[config.mk]
export PLATFORM = sky130hd
export DESIGN_NAME = dec_locate_sequencer
export DESIGN_NICKNAME = d
export VERILOG_FILES = /design/src/rtl/dec_pkg.sv /design/src/rtl/dec_status_classify.sv /design/src/rtl/dec_locate_sequencer.sv
export SDC_FILE = /design/constraint.sdc
export NUM_CORES = 1
export LEC_CHECK = 0
export CAP_MARGIN = 10
export CORE_UTILIZATION = 50
export DETAILED_ROUTE_END_ITERATION = 6
export GPL_ROUTABILITY_DRIVEN = 1
export HOLD_SLACK_MARGIN = 0.06
export PLACE_DENSITY = 0.84
export SLEW_MARGIN = 20
export SYNTH_ARGS = -nofsm -noshare
export SYNTH_HDL_FRONTEND = slang
export SYNTH_HIERARCHICAL = 1
export SYNTH_SLANG_ARGS = --single-unit
[constraint.sdc]
create_clock -name clk -period 5.7 [get_ports clk]
set_input_delay 1.14 -clock clk [delete_from_list [all_inputs] [get_ports clk]]
set_output_delay 1.14 -clock clk [all_outputs]
set_load 0.01 [all_outputs]
[src/rtl/dec_pkg.sv]
// Shared types and constants for the DEC error-location sequencer.
package dec_pkg;

    localparam int DEF_N_BITS = 44;

    typedef enum logic [1:0] {
        S_IDLE = 2'd0,
        S_SCAN = 2'd1,
        S_DONE = 2'd2
    } state_t;

    localparam logic [1:0] ST_CLEAN  = 2'b00;
    localparam logic [1:0] ST_SINGLE = 2'b01;
    localparam logic [1:0] ST_DOUBLE = 2'b10;
    localparam logic [1:0] ST_UNCORR = 2'b11;

endpackage

[src/rtl/dec_status_classify.sv]
// Maps the double-error flag and final locator hit count to a result status.
module dec_status_classify
    import dec_pkg::*;
(
    input  logic       ded_i,
    input  logic [1:0] cnt_i,
    output logic [1:0] status_o
);

    always_comb begin
        status_o = ST_UNCORR;
        if (!ded_i && cnt_i == 2'd1) begin
            status_o = ST_SINGLE;
        end else if (ded_i && cnt_i == 2'd2) begin
            status_o = ST_DOUBLE;
        end
    end

endmodule

[src/rtl/dec_locate_sequencer.sv]
// Sequences the bit-serial DEC error locator over one codeword and flips flagged bits.
// Optional build macro DEC_EARLY_EXIT_EN: stop scanning once the expected hit count is reached.
module dec_locate_sequencer
    import dec_pkg::*;
#(
    parameter int N_BITS = DEF_N_BITS,
    parameter int IDX_W  = $clog2(N_BITS)
) (
    input  logic              clk,
    input  logic              rst,
    input  logic              in_valid,
    output logic              in_ready,
    input  logic [N_BITS-1:0] in_cw,
    input  logic              in_syn_zero,
    input  logic              in_ded,
    output logic              loc_en,
    output logic [IDX_W-1:0]  loc_idx,
    input  logic              loc_err,
    output logic              out_valid,
    input  logic              out_ready,
    output logic [N_BITS-1:0] out_cw,
    output logic [1:0]        out_status,
    output logic [1:0]        out_err_cnt
);

    state_t            state_q, state_d;
    logic [N_BITS-1:0] work_q, work_d;
    logic [N_BITS-1:0] orig_q, orig_d;
    logic [IDX_W-1:0]  idx_q, idx_d;
    logic [1:0]        cnt_q, cnt_d;
    logic [1:0]        status_q, status_d;
    logic              ded_q, ded_d;

    logic              accept;
    logic [1:0]        cnt_hit;
    logic [1:0]        cnt_scan;
    logic [1:0]        cls_status;
    logic              last_pos;
    logic              scan_end;
    logic [N_BITS-1:0] work_flip;

    assign in_ready = (state_q == S_IDLE) & ~rst;
    assign accept   = in_valid & in_ready;

    assign cnt_hit  = (cnt_q == 2'd3) ? 2'd3 : cnt_q + 2'd1;
    assign cnt_scan = loc_err ? cnt_hit : cnt_q;
    assign last_pos = (idx_q == IDX_W'(N_BITS - 1));

`ifdef DEC_EARLY_EXIT_EN
    assign scan_end = last_pos | (loc_err & (cnt_scan == (ded_q ? 2'd2 : 2'd1)));
`else
    assign scan_end = last_pos;
`endif

    // Status is classified from the count including this cycle's hit.
    dec_status_classify u_classify (
        .ded_i    (ded_q),
        .cnt_i    (cnt_scan),
        .status_o (cls_status)
    );

    always_comb begin
        work_flip         = work_q;
        work_flip[idx_q]  = ~work_q[idx_q];
    end

    always_comb begin
        state_d   = state_q;
        work_d    = work_q;
        orig_d    = orig_q;
        idx_d     = idx_q;
        cnt_d     = cnt_q;
        status_d  = status_q;
        ded_d     = ded_q;
        loc_en    = 1'b0;
        out_valid = 1'b0;

        case (state_q)
            S_IDLE: begin
                if (accept) begin
                    work_d = in_cw;
                    orig_d = in_cw;
                    ded_d  = in_ded;
                    cnt_d  = 2'd0;
                    idx_d  = '0;
                    if (in_syn_zero) begin
                        status_d = ST_CLEAN;
                        state_d  = S_DONE;
                    end else begin
                        state_d = S_SCAN;
                    end
                end
            end
            S_SCAN: begin
                loc_en = 1'b1;
                cnt_d  = cnt_scan;
                if (loc_err) begin
                    work_d = work_flip;
                end
                if (scan_end) begin
                    state_d  = S_DONE;
                    idx_d    = '0;
                    status_d = cls_status;
                    // An uncorrectable word is returned exactly as received.
                    if (cls_status == ST_UNCORR) begin
                        work_d = orig_q;
                    end
                end else begin
                    idx_d = idx_q + IDX_W'(1);
                end
            end
            S_DONE: begin
                out_valid = 1'b1;
                if (out_ready) begin
                    state_d = S_IDLE;
                end
            end
            default: begin
                state_d = S_IDLE;
            end
        endcase
    end

    always_ff @(posedge clk or posedge rst) begin
        if (rst) begin
            state_q  <= S_IDLE;
            work_q   <= '0;
            orig_q   <= '0;
            idx_q    <= '0;
            cnt_q    <= 2'd0;
            status_q <= ST_CLEAN;
            ded_q    <= 1'b0;
        end else begin
            state_q  <= state_d;
            work_q   <= work_d;
            orig_q   <= orig_d;
            idx_q    <= idx_d;
            cnt_q    <= cnt_d;
            status_q <= status_d;
            ded_q    <= ded_d;
        end
    end

    assign loc_idx     = idx_q;
    assign out_cw      = work_q;
    assign out_status  = status_q;
    assign out_err_cnt = cnt_q;

endmodule

# == Yosys cells after proc, flatten, opt, wreduce, memory -nomap -nowiden ==
# Index checks and enable logic that the tools add are counted.
# word_totals
reg_bits,101
inputBits,51
output_inout_bits,57
wordCells,66
# op_classes
addsub,2
order_cmp,2
n_eq_ne,11
mux,30
bitwise_logic,4
reduce_logical,10
# ops
cell,count
$mux 44,4
$pmux 44 s2,1
$bwmux 44,1
$mux 2,11
$mux 6,2
$pmux 6 s2,1
$eq 2x2->1 const B,4
$ne 2x2->1 const B,4
$pmux 2 s2,2
$lt 6x7->1 const B,1
$add 6x1->6 const B,1
$bmux 1 s6,1
$demux 1 s6,1
$eq 6x6->1 const B,1
$ge 6x1->1 const B,1
$pmux 2 s3,1
$mux 1,5
$eq 2x1->1 const B,2
$reduce_and 2->1,2
$reduce_and 4->1,1
$logic_and 1x1->1,3
$reduce_and 3->1,1
$add 2x1->2 const B,1
$and 1x1->1,2
4 further kinds,5

# == Depth between registers and ports, before layout ==
# Gate-level depths: netlist of the first run.
# depth
word_depth,11
depth_mapped,11
depth_no_buf,9

# == By module ==
# The synthesis of the first run kept the hierarchy.
# modules_own_cells
mod,n_inst,cells_each,area_per_inst_um2,seq_area_each_um2
dec_locate_sequencer,1,670,5750.5,2527.4
dec_status_classify,1,2,16.3,0.0

# == Worst setup path after synthesis of the first run ==
# OpenSTA, ideal clock, no wires.
# synth_path
path_type,in2reg
startpoint,input loc_err
endpoint,register work_q[32] (netlist: out_cw[32])
setup_time_ns,0.136
arrival_time_ns,2.745
required_ns,5.564
slack_ns,2.819
path_stages,11
n_path_buf,3
cell_sequence,buf_2 nand2_1 nor2_1 nor2_1 or3b_1 nand4_1 buf_4 buf_2 a211oi_1 a221oi_1 o41ai_1
# synth_via
word_cells_on_any_way,12
cone_classes,eq/ne: 3; mux: 7; reduce/logical: 2
# synth_lines
element,line,text
from (decl),dec_locate_sequencer.sv:18,"input logic loc_err,"
$mux 2,dec_locate_sequencer.sv:46,assign cnt_scan = loc_err ? cnt_hit : cnt_q;
via cnt_scan[0],dec_locate_sequencer.sv:36,logic [1:0] cnt_scan;
$eq 2x1->1,dec_status_classify.sv:12,if (!ded_i && cnt_i == 2'd1) begin
$logic_and 1x1->1,dec_status_classify.sv:12,
$mux 2,dec_status_classify.sv:12,
via cls_status[1],dec_locate_sequencer.sv:37,logic [1:0] cls_status;
$eq 2x2->1,dec_locate_sequencer.sv:105,if (cls_status == ST_UNCORR) begin
$mux 44,dec_locate_sequencer.sv:105,
$mux 44,dec_locate_sequencer.sv:100,if (scan_end) begin
$pmux 44 s2,dec_locate_sequencer.sv:78,case (state_q)
to (signal assigned),dec_locate_sequencer.sv:135,work_q <= work_d;
to (decl),dec_locate_sequencer.sv:27,"logic [N_BITS-1:0] work_q, work_d;"
# The timed path passes the listed nets, and every way through them passes these cells.
# A chain may end at the register's enable or synchronous reset.

# == Worst setup path in the final report of the first run ==
# layout_path
startpoint,input rst
endpoint,output in_ready
# layout_via
elab_chain_len,2
# layout_rtl
element,line,text
from (decl),dec_locate_sequencer.sv:10,"input logic rst,"
$not 1->1,dec_locate_sequencer.sv:42,assign in_ready = (state_q == S_IDLE) & ~rst;
$and 1x1->1,dec_locate_sequencer.sv:42,
to (decl),dec_locate_sequencer.sv:12,"output logic in_ready,"
# No other way between the ends.

==> run metrics, run 1 <==
outcome=completed; global-route wire length before repair=~28000 um; Post-Syn Instances=between 600 and 700; crit-path max FO=3; Synth area leader=dfrtp_1; hold_buf cts=0; GRT Total Usage=30.80%; leading post-synthesis cells by cell area=dfrtp_1 (44%), nand2_1 (13%), o21ai_0 (3.8%); sequential area share after synthesis=roughly 44%; pwr dens=between 500 and 600 nW/um^2; worst-margin pin slew=about 0.98 ns; EDFF count, synth=0; utilization after layout=64.46%; dpl cells=about 870; share of post-route cells with drive strength above 1=under 10%; FFs w/ async S/R, synth=100.0%; largest net degree at the start of global routing=70; DRC viols=0; critical path startpoint category=input port; Routed WL=between 15000 and 20000 um; Final Max Tran Viols=0; Final Hold Vio Count=0; Initial Util=a little over half; clock sink total=101; synthesis-to-finish area growth=23.30%; post-route setup TNS=0 ns; H-Tree Depth=3; count leader, synth=nand2_1; CP max stage cell=clkdlybuf4s50_1; CTS tree=yes; vias in the first global route=approximately 5600; Crit path largest cell delay=~0.60 ns; Die W=about 110 um; YS warnings=6; CP required=roughly 4.6 ns; Fin Hold WS=between 0.4 and 0.5 ns; die area=approximately 12000 um^2; Leakage Power=3.077 nW; worst clock skew=between 0.01 and 0.015 ns; worst hold path type=reg -> reg; Final period util=between 60 and 70%; count of standard-cell rows=38; CP Class=in -> out; Syn Area/Cell=about 8.6 um^2; peak supply drop=approximately 0.00033 V; n_diodes=0; Yosys cell types=58; postcts setup bufs=0; clock transition at the registers of the reported paths=~0.070 ns; FF-to-FF path depth=8; CORE AREA=11030 um^2; Reg area=between 2000 and 3000 um^2; Worst-Skew Late Latency=between 0.3 and 0.4 ns; Post-synth top flop=dfrtp_1; Final #Nets=around 800; Yosys reg bits=a little over 100; mapped cell area=5767 um^2; reg2reg end=out_cw[30]; Syn Nets=approximately 720; via count of the routed design=about 5700; DR vias/cell=about 6.4; Synth top cells by count=nand2_1 (206), dfrtp_1 (101), o21ai_0 (44), nor2_1 (42), a21oi_1 (27); CTS Buf Count=9; FILL cells=951; dpl hpwl=11250 um; final setup vio count=0; CP arrival=around 2.5 ns; Worst setup EP type=output pin; cell mode on critical path=clkdlybuf4s50_1; initial antenna violation count=0; Synth top area share=a little over two fifths; Pre-antenna DRT Iters=5; RSZ-0062 raised after global routing=false; WHS Path Cells=2; r2r setup slk=around 2.5 ns; Worst slew margin=34.85%; clock root cell=clkbuf_16; Max Clock Freq=about 280 MHz; crit path cell chain=clkdlybuf4s50_1 -> nor3_1 -> clkdlybuf4s50_1; Resize count post-CTS=0; Die Y=109.4 um; Ports=108; multi-input gate area in the final layout=between 2000 and 3000 um^2; DR WL/cell=around 20 um; Hold Path End=orig_q[28]; Post-DRT Antenna Nets=0; worst hold start=orig_q[28]; Clock Path Buffers=2; DRT iter0 DRCs=615; grt ovf=0; r2r startpoint=loc_idx[0]; maxcap violations=0; Cell Count, Final, Fillers Out=889; fin crit period=approximately 3.6 ns; Port-buffer cells=~110; placer congestion estimate=~0.84
-- cell families (layout without fill, tap and decap cells) --
group	count (synthesis)	in the layout	synth area share, %
DFF	101	101	43.83
and+or+nand+nor	299	299	22.63
adders and majority gates	1	1	0.2169
AOI/OAI and AO/OA	192	192	24.17
buffers and inverters	60	137	5.402
muxes	18	18	3.601
xor gates and xnor gates	1	1	0.1519
-- per-stage QoR --
stage                     cell area (um^2)  setup WS [ns]  power [W]
after CTS                             7109          2.130   0.003832
after detailed placement              6809          2.014   0.003184
after global placement                6789          2.146   0.003087
after floorplan                       5767          1.913   0.002473
after global routing                  7111          2.021   0.004092
final                                 7111          2.089   0.003857
-- power breakdown --
group	internal (W)	switching [W]
clock	0.000342	0.000295
sequential	0.00104	0.000374
combinational	0.000853	0.000952
total	0.00224	0.00162
-- flip-flops by register name, indices dropped and copies added, names as in the netlist --
name	flops
out_status	2
loc_idx	6
orig_q	44
state_q	2
out_err_cnt	2
out_cw	44
ded_q	1
-- placed cells by master (no fill, tap or decap), types with 3 or more instances in the layout --
cell type,n
nand4_1,4
a211oi_1,8
buf_4,7
mux2i_1,14
o211ai_1,21
nor2b_1,4
a211o_1,7
nor3_1,3
o41ai_1,4
nor2_1,41
a21oi_1,27
inv_1,5
o311ai_0,10
a21o_1,8
o2111ai_2,8
o21ai_1,7
or3_1,8
a22oi_1,9
nand2b_1,5
nand3_1,7
clkdlybuf4s50_1,107
o21ai_0,44
dfrtp_1,101
a22o_1,5
nand2_1,206
a311oi_1,4
a221o_1,5
a221oi_1,12
clkbuf_16,9
clkinvlp_4,3
-- worst max-delay path by stage --
stage / startpoint / endpoint / slack (ns) / depth (start not counted)
after detailed placement: loc_err / out_cw[33] / 2.01 / 10
after global routing: rst / in_ready / 2.02 / 3
final: rst / in_ready / 2.09 / 3
after CTS: rst / in_ready / 2.13 / 3
after global placement: loc_err / out_cw[34] / 2.15 / 10
after floorplan: rst / ded_q / 1.91 / 1
-- metal layers --
layer  track usage (%)  wire, um
met3             8.417      1564
met5                 0         0
met2             49.46      8597
met1             39.18      6901
met4             13.05       552
-- worst max-delay path: cells and delay by family --
family                 cells  cell delay (ns)
AND/OR/NAND/NOR            1             0.26
buffers and inverters      2             1.07
-- cell type report --
class,instances,area share [%]
Inverter,6,0.3519
Clock buffer,9,3.167
Clock inverter,7,1.056
Tap cell,140,2.463
Sequential cell,101,35.54
Multi-Input combinational cell,511,41.33
Timing Repair Buffer,115,16.08
(Power assumes the default switching activity.)
==> run 2, diff against run 1 <==
--- a/config.mk
+++ b/config.mk
@@ -6,7 +6,7 @@
 export NUM_CORES = 1
 export LEC_CHECK = 0
 export CAP_MARGIN = 10
-export CORE_UTILIZATION = 50
+export CORE_UTILIZATION = 48
 export DETAILED_ROUTE_END_ITERATION = 6
 export GPL_ROUTABILITY_DRIVEN = 1
 export HOLD_SLACK_MARGIN = 0.06
==> constraint.sdc (replaced) <==
create_clock -name clk -period 3.18 [get_ports clk]
set_input_delay 0.636 -clock clk [delete_from_list [all_inputs] [get_ports clk]]
set_output_delay 0.636 -clock clk [all_outputs]
set_load 0.01 [all_outputs]
==> run metrics, run 2 (synthesis results as in run 1) <==
setup ws final=0.4995 ns (-1.590 ns); postcts setup bufs=0 (unchanged); pwr dens=964.4 nW/um^2 (+78%); DP Area=6900 um^2 (+1.3%); WP buf/inv=2 (unchanged); delay-heaviest family, CP=compound AO/OA/AOI/OAI gates; die area=12460 um^2 (+4.1%); largest net degree at the start of global routing=70 (unchanged); DRC viols=13 (+13); worst hold path type=reg -> reg; crit path cell chain=buf_4 -> buf_4 -> mux2i_1 -> a22oi_1 -> a21oi_2 -> nand2b_1 -> nor4_4 -> o41ai_1; via count of the routed design=5786 (+1.4%); met2 WL=8403 um (-2.3%); Routed WL=17510 um (-0.59%); Worst-Skew Late Latency=0.36 ns (about the same); clock root cell=clkbuf_16; Max Clock Freq=373.1 MHz; DR WL/cell=19.46 um (-1.8%); cell mode on critical path=buf_4; clock sink total=101 (unchanged); H-Tree Depth=3 (unchanged); Die Y=111.6 um (+2.0%); worst-margin pin slew=0.8226 ns (-0.1546 ns); RSZ-0062 raised after global routing=false; critical path startpoint category=register; clock transition at the registers of the reported paths=0.07 ns (about the same); worst slack at placement=0.1941 ns (-1.820 ns); CORE AREA=11560 um^2 (+4.8%); worst clock skew=0.01004 ns (-0.002162 ns); DR vias/cell=6.429 (+0.15%); Final period util=approximately 84%; outcome=finished with violations; global-route wire length before repair=28420 um (+1.1%); fin crit period=~2.7 ns; commonest non-fill, non-tap cell in the layout=nand2_1; dpl hpwl=11680 um (+3.9%); highest metal used=met4; Ports=108 (unchanged); count of standard-cell rows=39 (+2.6%); Port-buffer cells=107 (unchanged); share of post-route cells with drive strength above 1=7.530% (+0.85 points); Die W=111.6 um (+2.0%); design area=7192 um^2 (+1.1%); Clock Path Buffers=2 (unchanged); Crit path largest cell delay=0.57 ns (-0.03 ns); CP Class=reg -> reg; initial antenna violation count=0 (unchanged); Worst setup EP type=register; wl on met1=6759 um (-2.1%); CP max stage cell=dfrtp_1; CTS tree=yes; final setup vio count=0 (unchanged); grt ovf=0 (unchanged); Resize count post-CTS=0 (unchanged); GRT Total Usage=29.10% (-1.7 points); failing checks=DRC; Worst slew margin=45.16% (+10 points); Final Hold Vio Count=0 (unchanged); vias in the first global route=5568 (-0.50%); CTS Buf Count=9 (unchanged); Post-DRT Antenna Nets=0 (unchanged); Leakage Power=3.131 nW (+1.8%); Pre-antenna DRT Iters=7 (+2); placer congestion estimate=0.8655 (+2.5%); synthesis-to-finish area growth=24.71%; Fin Hold WS=0.4778 ns (-0.002066 ns); peak supply drop=0.0004169 V (+26%); hold_buf cts=0 (unchanged); n_diodes=0 (unchanged); Final #Nets=804 (+1.0%); Final Max Tran Viols=0 (unchanged); most frequent cells in the layout=nand2_1 (206), clkdlybuf4s50_1 (107), dfrtp_1 (101); Initial Util=49.86% (-2.4 points); CP arrival=2.91 ns (+0.44 ns); crit-path max FO=14 (+11); CP required=3.41 ns (-1.15 ns); maxcap violations=0 (unchanged); post-route setup TNS=0 ns (unchanged); FILL cells=966 (+1.6%); WL met3=1640 um (+4.9%); DRT iter0 DRCs=819 (+33%)
-- run 2: final cells by class --
class	instances	area, um^2	area share [%]
Multi-Input combinational cell	511	2939	40.87
Clock inverter	6	62.56	0.8699
Timing Repair Buffer	123	1229	17.08
Clock buffer	10	229.0	3.184
Sequential cell	101	2527	35.14
Inverter	6	26.28	0.3653
Tap cell	143	178.9	2.488
-- run 2: worst register-to-register path, cell delays in order (launching register included) --
cell and delay [ns]:
dfrtp_1 0.57, buf_4 0.27, buf_4 0.26, mux2i_1 0.23, a22oi_1 0.12, a21oi_2 0.40, nand2b_1 0.23, nor4_4 0.10
o41ai_1 0.36
-- run 2: metal layers --
layer	vias to the layer above	track usage (%)
met5	-	0
met4	0	14.41
met3	67	6.641
met2	368	45.96
met1	2797	37.82
li1	2554	-
-- run 2: final timing paths --
path	to	startpoint	slack [ns]	depth (start not counted)
max	out_cw[34]	loc_idx[0]	0.50	8
min reg2reg	orig_q[42]	orig_q[42]	0.48	2
max in group asynchronous	orig_q[13]	rst	1.70	3
min in group asynchronous	state_q[0]	rst	0.79	3
min	orig_q[42]	orig_q[42]	0.48	2
max reg2reg	out_cw[34]	loc_idx[0]	0.50	8
-- run 2: power breakdown --
group / leakage (nW) / internal [W] / switching [W] / total [W]
Sequential: 1.27 / 0.00187 / 0.000610 / 0.00248
Combinational: 1.72 / 0.00157 / 0.00177 / 0.00334
Clock: 0.147 / 0.000611 / 0.000506 / 0.00112
Total: 3.13 / 0.00405 / 0.00289 / 0.00694
-- run 2: per-stage QoR --
stage	total power, W	std cells	utilization, %
4_1_cts	0.006886	900	62.19
2_1_floorplan	0.004433	672	-
3_5_place_dp	0.005757	884	59.67
3_3_place_gp	0.005605	884	59.67
5_1_grt	0.007339	900	62.19
6_report	0.006936	900	62.19
==> run 3, diff against run 2 <==
==> constraint.sdc (replaced) <==
create_clock -name clk -period 2.2 [get_ports clk]
set_input_delay 0.44 -clock clk [delete_from_list [all_inputs] [get_ports clk]]
set_output_delay 0.44 -clock clk [all_outputs]
set_load 0.01 [all_outputs]
==> run metrics, run 3 (synthesis results as in run 1) <==
outcome=finished with violations; failing checks=DRC, setup timing; most frequent cells in the layout=nand2_1 (203), clkdlybuf4s50_1 (106), dfrtp_1 (97); met3 Use GR=6.042% (-0.60 points); Routed WL=20460 um (+17%); DR WL/cell=21.09 um (+8.4%); GRT Total Usage=31.28% (+2.2 points); largest net degree at the start of global routing=57 (-19%); design area=8078 um^2 (+12%); Leakage Power=3.571 nW (+14%); worst hold path type=reg -> reg; CORE AREA=11560 um^2 (unchanged); Max Clock Freq=449.7 MHz (+21%); CTS tree=yes; Post-DRT Antenna Nets=0 (unchanged); critical path startpoint category=register; CTS Buf Count=9 (unchanged); Die Y=111.6 um (unchanged); FILL cells=806 (-17%); worst-margin pin slew=0.5956 ns (-0.2270 ns); via count of the routed design=6306 (+9.0%); met2 Resource Use GR=49.50% (+3.5 points); Final Max Tran Viols=0 (unchanged); share of post-route cells with drive strength above 1=20.07% (+13 points); RSZ-0062 raised after global routing=true; initial antenna violation count=0 (unchanged); grt ovf=0 (unchanged); crit-path max FO=7 (-7); commonest non-fill, non-tap cell in the layout=nand2_1; fin crit period=2.224 ns (-0.4568 ns); Pre-antenna DRT Iters=7 (unchanged); dpl cells=941 (+6.4%); Final #Nets=876 (+9.0%); dpl hpwl=13190 um (+13%); CP required=2.43 ns (-0.98 ns); DR vias/cell=6.501 (+1.1%); pwr dens=1368 nW/um^2 (+42%); Final period util=101.1% (+17 points); Final Hold Vio Count=0 (unchanged); Cell Count, Final, Fillers Out=970 (+7.8%); Port-buffer cells=107 (unchanged); Fin Hold WS=0.4855 ns (+0.007633 ns); setup ws final=-0.02364 ns (-0.5232 ns); Worst slew margin=60.29% (+15 points); clock transition at the registers of the reported paths=0.07 ns (about the same); M1 GR Usage=40.01% (+2.2 points); global-route wire length before repair=30810 um (+8.4%); Ports=108 (unchanged); hold_buf cts=0 (unchanged); placer congestion estimate=0.9007 (+4.1%); Initial Util=49.86% (unchanged); gr busiest metal=met2; DRT iter0 DRCs=861 (+5.1%); CP Class=reg -> reg; n_diodes=0 (unchanged); Clock Path Buffers=2 (unchanged); count of standard-cell rows=39 (unchanged); DRC viols=6 (-7); Worst-Skew Late Latency=0.35 ns (about the same); peak supply drop=0.0006062 V (+45%); die area=12460 um^2 (unchanged); clock root cell=clkbuf_16; DP Area=7391 um^2 (+7.1%); Worst setup EP type=register; CP arrival=2.46 ns (-0.45 ns); synthesis-to-finish area growth=40.07%; Die W=111.6 um (unchanged); vias in the first global route=6058 (+8.8%); final setup vio count=4 (+4); maxcap violations=0 (unchanged); worst clock skew=0.004833 ns (-0.005203 ns); H-Tree Depth=3 (unchanged); clock sink total=101 (unchanged)
[run 3: cell types whose count changed in the layout (fill, tap and decap cells not counted), sizes merged]
cell / previous run / this run
buf: 16 / 84
clkinvlp: 1 / 2
clkbuf: 10 / 16
dlymetal6s2s: 0 / 1
clkdlybuf4s50: 107 / 106
inv: 6 / 4
clkinv: 4 / 0
bufinv: 1 / 2
[run 3: worst paths after layout]
path                                start         end  slack (ns)  cells past startpoint
max in group asynchronous             rst   out_cw[5]        1.01                      4
hold reg to reg                orig_q[41]  orig_q[41]        0.49                      2
hold / removal                 orig_q[41]  orig_q[41]        0.49                      2
setup reg to reg           out_err_cnt[1]  out_cw[36]       -0.02                     10
setup / recovery           out_err_cnt[1]  out_cw[36]       -0.02                     10
min in group asynchronous             rst  out_cw[38]        0.65                      4
[run 3: area by class of cell]
class / instances / area [um^2] / area share, %
Timing Repair Buffer: 195 / 1934 / 23.95
Clock buffer: 12 / 236.5 / 2.928
Multi-Input combinational cell: 511 / 3105 / 38.44
Tap cell: 143 / 178.9 / 2.215
Inverter: 6 / 30.03 / 0.3717
Sequential cell: 101 / 2532 / 31.35
Clock inverter: 2 / 60.06 / 0.7435
[run 3: where the power goes]
part / total [W] / switching, W / leakage, nW / internal (W)
registers: 0.00364 / 0.000931 / 1.26 / 0.00271
logic: 0.00574 / 0.00296 / 2.17 / 0.00278
clock network: 0.00168 / 0.000691 / 0.143 / 0.000987
[run 3: worst max-delay path, cell delays in order, from the launching register on]
cell and delay [ns]:
dfrtp_1 0.44, nand2b_1 0.21, buf_4 0.15, nand3b_1 0.11
nand4_1 0.27, buf_6 0.25, buf_4 0.15, nor2_1 0.12
a211oi_1 0.07, a221oi_1 0.22, o21ai_1 0.10
[run 3: per-stage QoR]
stage	total power [W]	utilization [%]	setup slack (ns)	setup TNS [ns]
6_report	0.01105	69.85	-0.02364	-0.04582
5_1_grt	0.01157	69.85	-0.1373	-1.415
4_1_cts	0.01052	66.85	-0.02127	-0.04677
3_5_place_dp	0.008784	63.91	-0.4245	-14.40
3_3_place_gp	0.008541	63.91	-0.2917	-10.29
2_1_floorplan	0.006408	-	0.01911	0
[run 3: layer usage]
layer  vias up  wire length, um  part of all wire (%)
met1      2956             7544                    37
met3       128             2134                    10
met4         0             1137                   5.6
li1       2710                -                     -
met5         -                0                     0
met2       512             9643                    47
[run 3: timing repair]
action                                  CTS  global route
endpoints found under the setup margin   24            45
resized for setup                         8            54
pin swaps                                 0            10
cloned                                    0             5
buffers inserted                          3             7
